===== src/rtl/afu_tlx_cmd_responder_if.sv =====
// TLX <-> AFU command/response bus: commands and response credits flow in,
// responses, command credits and the initial credit advertisement flow out.
interface afu_tlx_cmd_responder_if;
    logic        tlx_afu_cmd_valid;
    logic [7:0]  tlx_afu_cmd_opcode;
    logic [15:0] tlx_afu_cmd_capptag;
    logic [1:0]  tlx_afu_cmd_dl;
    logic        tlx_afu_resp_credit;
    logic [6:0]  afu_tlx_cmd_initial_credit;
    logic        afu_tlx_cmd_credit;
    logic        afu_tlx_resp_valid;
    logic [7:0]  afu_tlx_resp_opcode;
    logic [15:0] afu_tlx_resp_capptag;
    logic [1:0]  afu_tlx_resp_dl;
    logic [3:0]  afu_tlx_resp_code;

    // TLX side drives commands and returns response credits
    modport master (
        output tlx_afu_cmd_valid, tlx_afu_cmd_opcode, tlx_afu_cmd_capptag,
               tlx_afu_cmd_dl, tlx_afu_resp_credit,
        input  afu_tlx_cmd_initial_credit, afu_tlx_cmd_credit, afu_tlx_resp_valid,
               afu_tlx_resp_opcode, afu_tlx_resp_capptag, afu_tlx_resp_dl,
               afu_tlx_resp_code
    );

    modport slave (
        input  tlx_afu_cmd_valid, tlx_afu_cmd_opcode, tlx_afu_cmd_capptag,
               tlx_afu_cmd_dl, tlx_afu_resp_credit,
        output afu_tlx_cmd_initial_credit, afu_tlx_cmd_credit, afu_tlx_resp_valid,
               afu_tlx_resp_opcode, afu_tlx_resp_capptag, afu_tlx_resp_dl,
               afu_tlx_resp_code
    );
endinterface


===== src/rtl/afu_tlx_cmd_responder.sv =====
// Queues TLX commands in a credit-sized FIFO and answers them in order, one per
// cycle, as long as AFU->TLX response credits remain.
module afu_tlx_cmd_responder #(
    parameter int CMD_DEPTH    = 4,
    parameter int RESP_CREDITS = 8
) (
    input  logic                   ha_pclock,
    input  logic                   ha_preset,
    afu_tlx_cmd_responder_if.slave tlx,
    output logic                   protocol_error
);

    localparam int PTR_W = (CMD_DEPTH > 1) ? $clog2(CMD_DEPTH) : 1;
    localparam int CNT_W = $clog2(CMD_DEPTH + 1);
    localparam int CRD_W = $clog2(RESP_CREDITS + 1);
    localparam logic [PTR_W-1:0] LAST_PTR = PTR_W'(CMD_DEPTH - 1);
    localparam logic [CNT_W-1:0] FULL_CNT = CNT_W'(CMD_DEPTH);
    localparam logic [CRD_W-1:0] MAX_CRD  = CRD_W'(RESP_CREDITS);

    typedef struct packed {
        logic [7:0]  opcode;
        logic [15:0] capptag;
        logic [1:0]  dl;
    } cmdEntry_t;

    cmdEntry_t        fifoMem [CMD_DEPTH];
    cmdEntry_t        headEntry;
    logic [PTR_W-1:0] wrPtr;
    logic [PTR_W-1:0] rdPtr;
    logic [CNT_W-1:0] cmdCount;
    logic [CRD_W-1:0] respCredits;
    logic             doPush;
    logic             doPop;
    logic             dropCmd;
    logic             creditOverflow;
    logic [11:0]      mappedResp;

    logic             respVld_p1;
    logic             cmdCredit_p1;
    logic [7:0]       respOpcode_p1;
    logic [15:0]      respCapptag_p1;
    logic [1:0]       respDl_p1;
    logic [3:0]       respCode_p1;

    // Returns {response opcode, fail code}
    function automatic logic [11:0] mapResp(input logic [7:0] cmdOpcode);
        case (cmdOpcode)
            8'h20:   return {8'h01, 4'h0};
            8'h81:   return {8'h04, 4'h0};
            default: return {8'h05, 4'hE};
        endcase
    endfunction

    function automatic logic [PTR_W-1:0] nextPtr(input logic [PTR_W-1:0] ptr);
        return (ptr == LAST_PTR) ? '0 : ptr + 1'b1;
    endfunction

    // Acceptance looks only at start-of-cycle occupancy, so a same-cycle pop
    // never rescues a command that arrives to a full FIFO.
    assign doPush         = tlx.tlx_afu_cmd_valid && (cmdCount != FULL_CNT);
    assign dropCmd        = tlx.tlx_afu_cmd_valid && (cmdCount == FULL_CNT);
    assign doPop          = (cmdCount != '0) && (respCredits != '0);
    assign creditOverflow = tlx.tlx_afu_resp_credit && !doPop && (respCredits == MAX_CRD);
    assign headEntry      = fifoMem[rdPtr];
    assign mappedResp     = mapResp(headEntry.opcode);

    always_ff @(posedge ha_pclock) begin
        if (doPush) begin
            fifoMem[wrPtr] <= '{opcode:  tlx.tlx_afu_cmd_opcode,
                                capptag: tlx.tlx_afu_cmd_capptag,
                                dl:      tlx.tlx_afu_cmd_dl};
        end
    end

    // p0 -> p1: FIFO head is popped and the response registered in one step
    always_ff @(posedge ha_pclock) begin
        if (ha_preset) begin
            wrPtr          <= '0;
            rdPtr          <= '0;
            cmdCount       <= '0;
            respCredits    <= MAX_CRD;
            protocol_error <= 1'b0;
            respVld_p1     <= 1'b0;
            cmdCredit_p1   <= 1'b0;
            respOpcode_p1  <= '0;
            respCapptag_p1 <= '0;
            respDl_p1      <= '0;
            respCode_p1    <= '0;
        end else begin
            if (doPush) wrPtr <= nextPtr(wrPtr);
            if (doPop)  rdPtr <= nextPtr(rdPtr);
            case ({doPush, doPop})
                2'b10:   cmdCount <= cmdCount + 1'b1;
                2'b01:   cmdCount <= cmdCount - 1'b1;
                default: ;
            endcase
            case ({doPop, tlx.tlx_afu_resp_credit})
                2'b10:   respCredits <= respCredits - 1'b1;
                2'b01:   if (respCredits != MAX_CRD) respCredits <= respCredits + 1'b1;
                default: ;
            endcase
            if (dropCmd || creditOverflow) protocol_error <= 1'b1;
            respVld_p1   <= doPop;
            cmdCredit_p1 <= doPop;
            if (doPop) begin
                respOpcode_p1  <= mappedResp[11:4];
                respCode_p1    <= mappedResp[3:0];
                respCapptag_p1 <= headEntry.capptag;
                respDl_p1      <= headEntry.dl;
            end
        end
    end

    assign tlx.afu_tlx_cmd_initial_credit = 7'(CMD_DEPTH);
    assign tlx.afu_tlx_cmd_credit         = cmdCredit_p1;
    assign tlx.afu_tlx_resp_valid         = respVld_p1;
    assign tlx.afu_tlx_resp_opcode        = respOpcode_p1;
    assign tlx.afu_tlx_resp_capptag       = respCapptag_p1;
    assign tlx.afu_tlx_resp_dl            = respDl_p1;
    assign tlx.afu_tlx_resp_code          = respCode_p1;

endmodule


===== src/flat_wrapper.sv =====
// flat-port wrapper written by rule: the top's interface ports become plain ports
module afu_tlx_cmd_responder_flat 
#(
    parameter int CMD_DEPTH    = 4,
    parameter int RESP_CREDITS = 8
)
  (ha_pclock, ha_preset, protocol_error, tlx_tlx_afu_cmd_valid, tlx_tlx_afu_cmd_opcode, tlx_tlx_afu_cmd_capptag, tlx_tlx_afu_cmd_dl, tlx_tlx_afu_resp_credit, tlx_afu_tlx_cmd_initial_credit, tlx_afu_tlx_cmd_credit, tlx_afu_tlx_resp_valid, tlx_afu_tlx_resp_opcode, tlx_afu_tlx_resp_capptag, tlx_afu_tlx_resp_dl, tlx_afu_tlx_resp_code);
  afu_tlx_cmd_responder_if tlx_i ();
  input  logic ha_pclock;
  input  logic ha_preset;
  output logic protocol_error;
  input wire logic [$bits(tlx_i.tlx_afu_cmd_valid)-1:0] tlx_tlx_afu_cmd_valid;
  input wire logic [$bits(tlx_i.tlx_afu_cmd_opcode)-1:0] tlx_tlx_afu_cmd_opcode;
  input wire logic [$bits(tlx_i.tlx_afu_cmd_capptag)-1:0] tlx_tlx_afu_cmd_capptag;
  input wire logic [$bits(tlx_i.tlx_afu_cmd_dl)-1:0] tlx_tlx_afu_cmd_dl;
  input wire logic [$bits(tlx_i.tlx_afu_resp_credit)-1:0] tlx_tlx_afu_resp_credit;
  output wire logic [$bits(tlx_i.afu_tlx_cmd_initial_credit)-1:0] tlx_afu_tlx_cmd_initial_credit;
  output wire logic [$bits(tlx_i.afu_tlx_cmd_credit)-1:0] tlx_afu_tlx_cmd_credit;
  output wire logic [$bits(tlx_i.afu_tlx_resp_valid)-1:0] tlx_afu_tlx_resp_valid;
  output wire logic [$bits(tlx_i.afu_tlx_resp_opcode)-1:0] tlx_afu_tlx_resp_opcode;
  output wire logic [$bits(tlx_i.afu_tlx_resp_capptag)-1:0] tlx_afu_tlx_resp_capptag;
  output wire logic [$bits(tlx_i.afu_tlx_resp_dl)-1:0] tlx_afu_tlx_resp_dl;
  output wire logic [$bits(tlx_i.afu_tlx_resp_code)-1:0] tlx_afu_tlx_resp_code;
  assign tlx_i.tlx_afu_cmd_valid = tlx_tlx_afu_cmd_valid;
  assign tlx_i.tlx_afu_cmd_opcode = tlx_tlx_afu_cmd_opcode;
  assign tlx_i.tlx_afu_cmd_capptag = tlx_tlx_afu_cmd_capptag;
  assign tlx_i.tlx_afu_cmd_dl = tlx_tlx_afu_cmd_dl;
  assign tlx_i.tlx_afu_resp_credit = tlx_tlx_afu_resp_credit;
  assign tlx_afu_tlx_cmd_initial_credit = tlx_i.afu_tlx_cmd_initial_credit;
  assign tlx_afu_tlx_cmd_credit = tlx_i.afu_tlx_cmd_credit;
  assign tlx_afu_tlx_resp_valid = tlx_i.afu_tlx_resp_valid;
  assign tlx_afu_tlx_resp_opcode = tlx_i.afu_tlx_resp_opcode;
  assign tlx_afu_tlx_resp_capptag = tlx_i.afu_tlx_resp_capptag;
  assign tlx_afu_tlx_resp_dl = tlx_i.afu_tlx_resp_dl;
  assign tlx_afu_tlx_resp_code = tlx_i.afu_tlx_resp_code;
  afu_tlx_cmd_responder #(.CMD_DEPTH(CMD_DEPTH), .RESP_CREDITS(RESP_CREDITS)) u_core (.ha_pclock(ha_pclock), .ha_preset(ha_preset), .tlx(tlx_i), .protocol_error(protocol_error));
endmodule

===== config.mk =====
export PLATFORM = sky130hd
export DESIGN_NAME = afu_tlx_cmd_responder_flat
export DESIGN_NICKNAME = d
export VERILOG_FILES = /design/src/rtl/afu_tlx_cmd_responder_if.sv /design/src/rtl/afu_tlx_cmd_responder.sv /design/src/flat_wrapper.sv
export SDC_FILE = /design/constraint.sdc
export NUM_CORES = 1
export LEC_CHECK = 0
export ABC_AREA = 0
export CAP_MARGIN = 20
export CORE_ASPECT_RATIO = 1.75
export CORE_MARGIN = 8
export CORE_UTILIZATION = 49
export DETAILED_ROUTE_END_ITERATION = 12
export HOLD_SLACK_MARGIN = 0.03
export PLACE_DENSITY = 0.74
export SLEW_MARGIN = 30
export SYNTH_ARGS = -nofsm -noshare
export SYNTH_HDL_FRONTEND = slang
export SYNTH_SLANG_ARGS = --single-unit

===== constraint.sdc =====
create_clock -name ha_pclock -period 2.7 [get_ports ha_pclock]
set_clock_uncertainty 0.2 [all_clocks]
set_input_delay 0.405 -clock ha_pclock [delete_from_list [all_inputs] [get_ports ha_pclock]]
set_output_delay 0.405 -clock ha_pclock [all_outputs]
set_load 0.02 [all_outputs]

==> results of run 1 <==
## worst min-delay path, stage by stage, from the launching register on
cell and delay (ns):
dfxtp_1 0.30, nand2_1 0.05, a21oi_1 0.05
## layout make-up
type	count	area, sq um
inverter	7	26.3
fill	837	4240
clock inverter	15	150
sequential	140	3840
tap	132	165
clock buffer	17	425
timing repair buffer	70	663
multi-input combinational	184	1460
## cell usage after synthesis, types with 3 or more instances
cell | n | area share, %
edfxtp_1 | 104 | 57
nand2_1 | 42 | 2.9
dfxtp_1 | 36 | 13
a21oi_1 | 29 | 2.7
mux4_2 | 21 | 8.7
buf_4 | 17 | 2.3
nor2_1 | 13 | 0.89
clkbuf_1 | 9 | 0.62
ha_1 | 7 | 1.6
inv_1 | 7 | 0.48
buf_2 | 5 | 0.46
and3_1 | 4 | 0.46
nor3_1 | 4 | 0.37
nor4_1 | 4 | 0.46
a311oi_1 | 3 | 0.48
nor3b_1 | 3 | 0.41
nor4b_1 | 3 | 0.48
## per-stage QoR
stage	utilization, %	power (uW)	setup slack, ns	area [sq um]
floorplan	-	4350	0.0288	5500
detailed placement	56.0	5190	0.0948	6140
CTS	61.2	7430	0.0927	6720
finish	61.3	7370	0.153	6730
global placement	56.0	5110	0.187	6140
global route	61.3	7740	0.0200	6730
## worst min path at each step
stage,start,end,slack (ns),cells past startpoint
after CTS,u_core.tlx.afu_tlx_resp_capptag[8],u_core.tlx.afu_tlx_resp_capptag[8],0.26,2
after global routing,u_core.tlx.afu_tlx_resp_capptag[2],u_core.tlx.afu_tlx_resp_capptag[2],0.28,2
after detailed placement,u_core.tlx.afu_tlx_resp_capptag[8],u_core.tlx.afu_tlx_resp_capptag[8],0.25,2
after floorplan,u_core.rdPtr[1],flip-flop,0.26,2
after global placement,u_core.tlx.afu_tlx_resp_dl[0],u_core.tlx.afu_tlx_resp_dl[0],0.24,2
final,u_core.tlx.afu_tlx_resp_capptag[14],u_core.tlx.afu_tlx_resp_capptag[14],0.25,2
## cells by family after synthesis
family                     Yosys count  share of synthesized area [%]
muxes                               22                           8.87
xor gates and xnor gates             2                          0.321
AOI/OAI and AO/OA                   46                           5.27
and+or+nand+nor                     91                           8.64
adders and majority gates            9                           2.34
other                                2                          0.138
DFF                                140                           70.4
buffers and inverters               39                           3.97
## routing by layer
layer	part of all wire, %	up-vias	global-route usage, %
li1	-	1441	-
met1	37	1541	16.4
met2	56	94	28.6
met3	5.3	15	4.24
met4	1.7	0	6.48
met5	0	-	0
## sequential cells by signal (all words and copies together) (netlist names), named ones only
| name | count |
|---|---|
| u_core.protocol_error | 1 |
| u_core.tlx.afu_tlx_resp_valid | 1 |
| u_core.tlx.afu_tlx_resp_opcode | 2 |
| u_core.wrPtr | 2 |
| u_core.tlx.afu_tlx_resp_code | 1 |
| u_core.tlx.afu_tlx_resp_dl | 2 |
| u_core.fifoMem | 104 |
| u_core.cmdCount | 3 |
| u_core.rdPtr | 2 |
| u_core.respCredits | 4 |
| u_core.tlx.afu_tlx_resp_capptag | 16 |
## power by group through the flow
stage                     clock network [uW]  logic [uW]  registers (uW)
after floorplan                            0        1230            3120
after global placement                     0        2160            2960
after detailed placement                   0        2210            2980
after CTS                               2270        2220            2940
after global routing                    2370        2380            2990
final                                   2230        2200            2940
## repair_timing
| action | 4_1_cts | 5_1_grt |
|---|---|---|
| resized for setup | 0 | 3 |
| hold endpoints to repair | 0 | 0 |
| endpoints found under the setup margin | 0 | 2 |
## cell usage in the layout, fill, tap and decap left out, types with 2 or more instances in the layout
cell type	synthesis	layout
a211oi_1	2	2
a21oi_1	29	28
a311oi_1	3	3
and3_1	4	4
and3b_1	2	2
buf_4	17	15
bufinv_16	0	2
clkbuf_16	0	17
clkdlybuf4s50_1	0	55
clkinv_2	0	4
clkinv_4	0	4
clkinvlp_4	0	3
conb_1	2	14
dfxtp_1	36	35
edfxtp_1	104	104
fa_1	2	2
ha_1	7	7
inv_1	7	7
mux4_2	21	21
nand2_1	42	42
nand2b_1	2	2
nor2_1	13	12
nor2b_1	2	2
nor3_1	4	4
nor3b_1	3	3
nor4_1	4	4
nor4b_1	3	2
o32ai_1	2	2
or2_1	2	2
or3_1	2	2
xnor2_1	2	2
==> metrics.md, run 1 <==
| Metric | Value |
|---|---|
| Element type at the critical path start | `flip-flop` |
| GPL Wtd Cong | `0.813` |
| Cell Area, Synth | `0.00546 sq mm` |
| Highest Clock Rate | `393 MHz` |
| Sequential element share of the synthesized area | `70.4%` |
| Top delay family on crit path | `simple AND/OR/NAND/NOR gates` |
| Chip width | `95.8 microns` |
| Worst Setup SP | `u_core.cmdCount[2]` |
| Worst R2R Setup Slack | `0.15 ns` |
| Run status | `finished, final reports clean` |
| Grt total ovfl | `0` |
| Leakage power | `0.00232 uW` |
| Initial antenna violation count | `0` |
| NetSw | `2300 uW` |
| Avg Cell Area, Syn | `15.5 sq um` |
| Clk network pwr share | `30.3%` |
| Wire per inst | `19.5 microns` |
| Top FF cell, synth | `edfxtp_1` |
| H-tree levels | `4` |
| Clk_lat worst skew | `0.40 ns` |
| DR DRC count | `0` |
| Initial drt markers | `182` |
| Worst Path Required | `2.83 ns` |
| CTS clk-pin slew, worst paths | `0.06 ns` |
| Via-to-Cell Ratio | `5.47` |
| YS warnings | `0` |
| Hold Path Class | `reg2reg` |
| R2r endpoint | `u_core.cmdCount[2]` |
| Number of flops mapped to enable cells by yosys | `104` |
| Crit path kind | `reg2reg` |
| Final TNS setup | `0 ns` |
| Starting Density | `49.7%` |
| Hold slack final | `0.254 ns` |
| Cell Pwr Density | `1090 mW/mm^2` |
| Final net count | `459` |
| TritonCTS buffer count | `17` |
| Clock tree root driver cell | `clkbuf_16` |
| Post-detail-place hpwl | `7040 microns` |
| Die height | `156 microns` |
| Async set-reset flop share out of synthesis | `0%` |
| RR Startpoint | `u_core.cmdCount[2]` |
| Post-placement cell count | `533` |
| Setup crit end kind | `flip-flop` |
| Vias | `3091` |
| I/O Pins | `70` |
| Min Tclk post-route | `2.55 ns` |
| Share of cells above drive strength 1 | `17.6%` |
| Pint | `5070 uW` |
| Register-to-Register Path Depth | `7` |
| Least-Margin Pin Slew | `0.708 ns` |
| Area Overhead vs Synth | `23.4%` |
| ANT cells | `0` |
| DIE AREA | `0.0149 sq mm` |
| Max-slew violation count | `0` |
| Routed Antenna Nets | `0` |
| Worst slew margin | `52.7%` |
| Vias in the first global route | `3317` |
| TritonCTS clock tree | `done` |
| #FFs+latches synth | `140` |
| RSZ-0062 raised after global routing | `no` |
| CP Buf/Inv Count | `1` |
| Core area | `0.0110 sq mm` |
| Critical path's slowest cell | `or3b_4` |
| Sequential share of power | `39.9%` |
| Sw frac | `31.2%` |
| TritonRoute pass-1 iters | `4` |
| Largest fanout on the critical path | `7` |
| PortBufs | `55` |
| Post-CTS Setup Inserts | `0` |
| Clk buf depth | `2` |
| CTS sink cnt | `140` |
| Peak VDD IR | `746 uV` |
| Total global-route track usage | `15.8%` |
| Final setup violation count | `0` |
| Final Cycle Share | `94.3%` |
| Yosys cell types | `46` |
| WP data arrival | `2.67 ns` |
| Largest net degree at the start of global routing | `27` |
| Non-Filler Instances | `565` |
| CP Depth | `7` |
| Cts hold-fix bufs | `0` |
| Hold Fails Final Rpt | `0` |
| End of the critical path | `u_core.cmdCount[2]` |
| Placement row count | `51` |
| Final WL | `11000 microns` |
| Synth Instances | `351` |
| Combinational share of power | `29.9%` |
| Largest stage delay, worst path | `0.45 ns` |
| Max-cap violations | `0` |
| Crit-path cells | `or3b_4, a211oi_2, inv_1, fa_1, a2111o_1, and3b_1, nor3_2` |
| First-pass GRT wire length | `17400 microns` |
Note: power is estimated with default switching activity, not from simulation.
==> run 2: changes to the inputs <==
Settings changed: ABC_AREA 0 to default.
==> results of run 2 <==
Same layout as run 1: the final DEF is identical, and so are final timing and power.
==> run 3: changes to the inputs <==
Settings changed: CORE_UTILIZATION 49 to 59, PLACE_DENSITY 0.74 to 0.83.
Clock period 2.7 ns to 3.2 ns, I/O delays scaled along.
==> metrics.md, run 3 (same netlist as run 1, synthesis figures left out) <==
| Metric | Value |
|---|---|
| Run status | `finished, final reports clean` |
| Highest Clock Rate | `367 MHz` |
| ANT cells | `0` |
| Worst Setup SP | `u_core.cmdCount[2]` |
| Most frequent cells in the layout | `edfxtp_1, clkdlybuf4s50_1, nand2_1, dfxtp_1, a21oi_1` |
| Met2 usage | `31.6%` |
| Met3 Usage GRT | `5.93%` |
| Worst Path Required | `3.33 ns` |
| Hold slack final | `0.253 ns` |
| Area Overhead vs Synth | `22.1%` |
| Clk_lat worst skew | `0.41 ns` |
| Commonest non-fill, non-tap cell in the layout | `edfxtp_1` |
| Final setup violation count | `0` |
| GPL Wtd Cong | `0.793` |
| Cell Pwr Density | `925 mW/mm^2` |
| Cts hold-fix bufs | `0` |
| WP data arrival | `2.85 ns` |
| Hold depth | `2` |
| Core area | `0.00904 sq mm` |
| Max-cap violations | `0` |
| Die height | `143 microns` |
| Vias in the first global route | `3213` |
| Worst R2R Setup Slack | `0.48 ns` |
| Min Tclk post-route | `2.72 ns` |
| Grt peak-use layer | `met2` |
| Reg area | `0.00384 sq mm` |
| Post-cts sizing count | `0` |
| Routed Antenna Nets | `0` |
| Top delay family on crit path | `simple AND/OR/NAND/NOR gates` |
| Total global-route track usage | `17.7%` |
| CTS sink cnt | `140` |
| Via-to-Cell Ratio | `5.55` |
| Clock tree root driver cell | `clkbuf_16` |
| Leakage power | `0.00230 uW` |
| Chip width | `88.7 microns` |
| Final TNS setup | `0 ns` |
| Largest register FFs | `104` |
| TritonCTS buffer count | `17` |
| Final net count | `453` |
| H-tree levels | `4` |
| Wire per inst | `18.9 microns` |
| Largest fanout on the critical path | `7` |
| R2r endpoint | `u_core.cmdCount[2]` |
| Initial antenna violation count | `0` |
| Fill cells | `566` |
| Post-placement cell count | `515` |
| Grt total ovfl | `0` |
| Register-to-Register Path Depth | `7` |
| RSZ-0062 raised after global routing | `no` |
| Met1 Use GR | `17.2%` |
| Final WL | `10300 microns` |
| I/O Pins | `70` |
| Largest Register | `u_core.fifoMem` |
| Setup crit end kind | `flip-flop` |
| RR Startpoint | `u_core.cmdCount[2]` |
| Hold Path Class | `reg2reg` |
| Share of cells above drive strength 1 | `15.3%` |
| Post-place setup slack | `0.361 ns` |
| DIE AREA | `0.0127 sq mm` |
| Least-Margin Pin Slew | `0.899 ns` |
| TritonCTS clock tree | `done` |
| Largest stage delay, worst path | `0.47 ns` |
| Starting Density | `60.4%` |
| Clk buf depth | `2` |
| Crit-path cells | `or3b_1, a211oi_2, inv_1, fa_1, a2111o_1, and3b_1, nor3_2` |
| Largest net degree at the start of global routing | `27` |
| First-pass GRT wire length | `16100 microns` |
| Post-CTS Setup Inserts | `0` |
| Final Util | `73.7%` |
| CP Buf/Inv Count | `1` |
| Crit path kind | `reg2reg` |
| Hold Fails Final Rpt | `0` |
| Final WS setup | `0.479 ns` |
| CTS clk-pin slew, worst paths | `0.05 ns` |
| End of the critical path | `u_core.cmdCount[2]` |
| Vias | `3032` |
| DR DRC count | `0` |
| Initial drt markers | `161` |
| PortBufs | `55` |
| Peak VDD IR | `656 uV` |
| Post-detail-place hpwl | `6610 microns` |
| Area of the multi-input gates | `0.00144 sq mm` |
| Final Cycle Share | `85.0%` |
| Critical path's slowest cell | `or3b_1` |
| TritonRoute pass-1 iters | `4` |
| Element type at the critical path start | `flip-flop` |
| Worst slew margin | `39.9%` |
| Max-slew violation count | `0` |
| Non-Filler Instances | `546` |
| Placement row count | `46` |
| CP Depth | `7` |
-- run 3: power by group --
part | switching [uW] | total, uW | internal (uW) | leakage [uW]
combinational | 988 | 1800 | 816 | 0.000762
clock | 685 | 1890 | 1210 | 0.000283
sequential | 183 | 2470 | 2290 | 0.00125
-- run 3: per-layer routing --
metal  up-vias  wire length, microns  share of wire (%)
met1      1507                  3700                 36
li1       1429                     -                  -
met5         -                     0                  0
met4         0                   138                1.3
met3        12                   613                5.9
met2        84                  5850                 57
-- run 3: layout make-up --
class / instances / share of cell area, %
well taps: 120 / 2.25
clock inverters: 13 / 2.27
inverters: 7 / 0.394
flip-flops and latches: 140 / 57.7
multi-input cells: 184 / 21.7
clock buffers: 18 / 6.44
repair buffers: 64 / 9.28
-- run 3: metrics by stage --
| stage | area, sq um | power (uW) |
|---|---|---|
| after floorplan | 5500 | 3670 |
| after global placement | 6080 | 4250 |
| after detailed placement | 6080 | 4330 |
| after CTS | 6660 | 6230 |
| after global routing | 6660 | 6470 |
| final | 6660 | 6170 |
-- run 3: how the worst min path moves through the flow --
stage | from | endpoint | slack (ns)
6_report | u_core.tlx.afu_tlx_resp_capptag[3] | u_core.tlx.afu_tlx_resp_capptag[3] | 0.25
5_1_grt | u_core.tlx.afu_tlx_resp_capptag[9] | u_core.tlx.afu_tlx_resp_capptag[9] | 0.27
4_1_cts | u_core.tlx.afu_tlx_resp_capptag[12] | u_core.tlx.afu_tlx_resp_capptag[12] | 0.25
3_5_place_dp | u_core.tlx.afu_tlx_resp_capptag[12] | u_core.tlx.afu_tlx_resp_capptag[12] | 0.25
3_3_place_gp | u_core.tlx.afu_tlx_resp_capptag[2] | u_core.tlx.afu_tlx_resp_capptag[2] | 0.24
2_1_floorplan | u_core.rdPtr[1] | flip-flop | 0.26
-- run 3: worst register-to-register path, cell delays in order, from the launching register on --
cell,delay [ns]
dfxtp_1,0.40
or3b_1,0.47
a211oi_2,0.38
inv_1,0.10
fa_1,0.39
a2111o_1,0.37
and3b_1,0.18
nor3_2,0.14
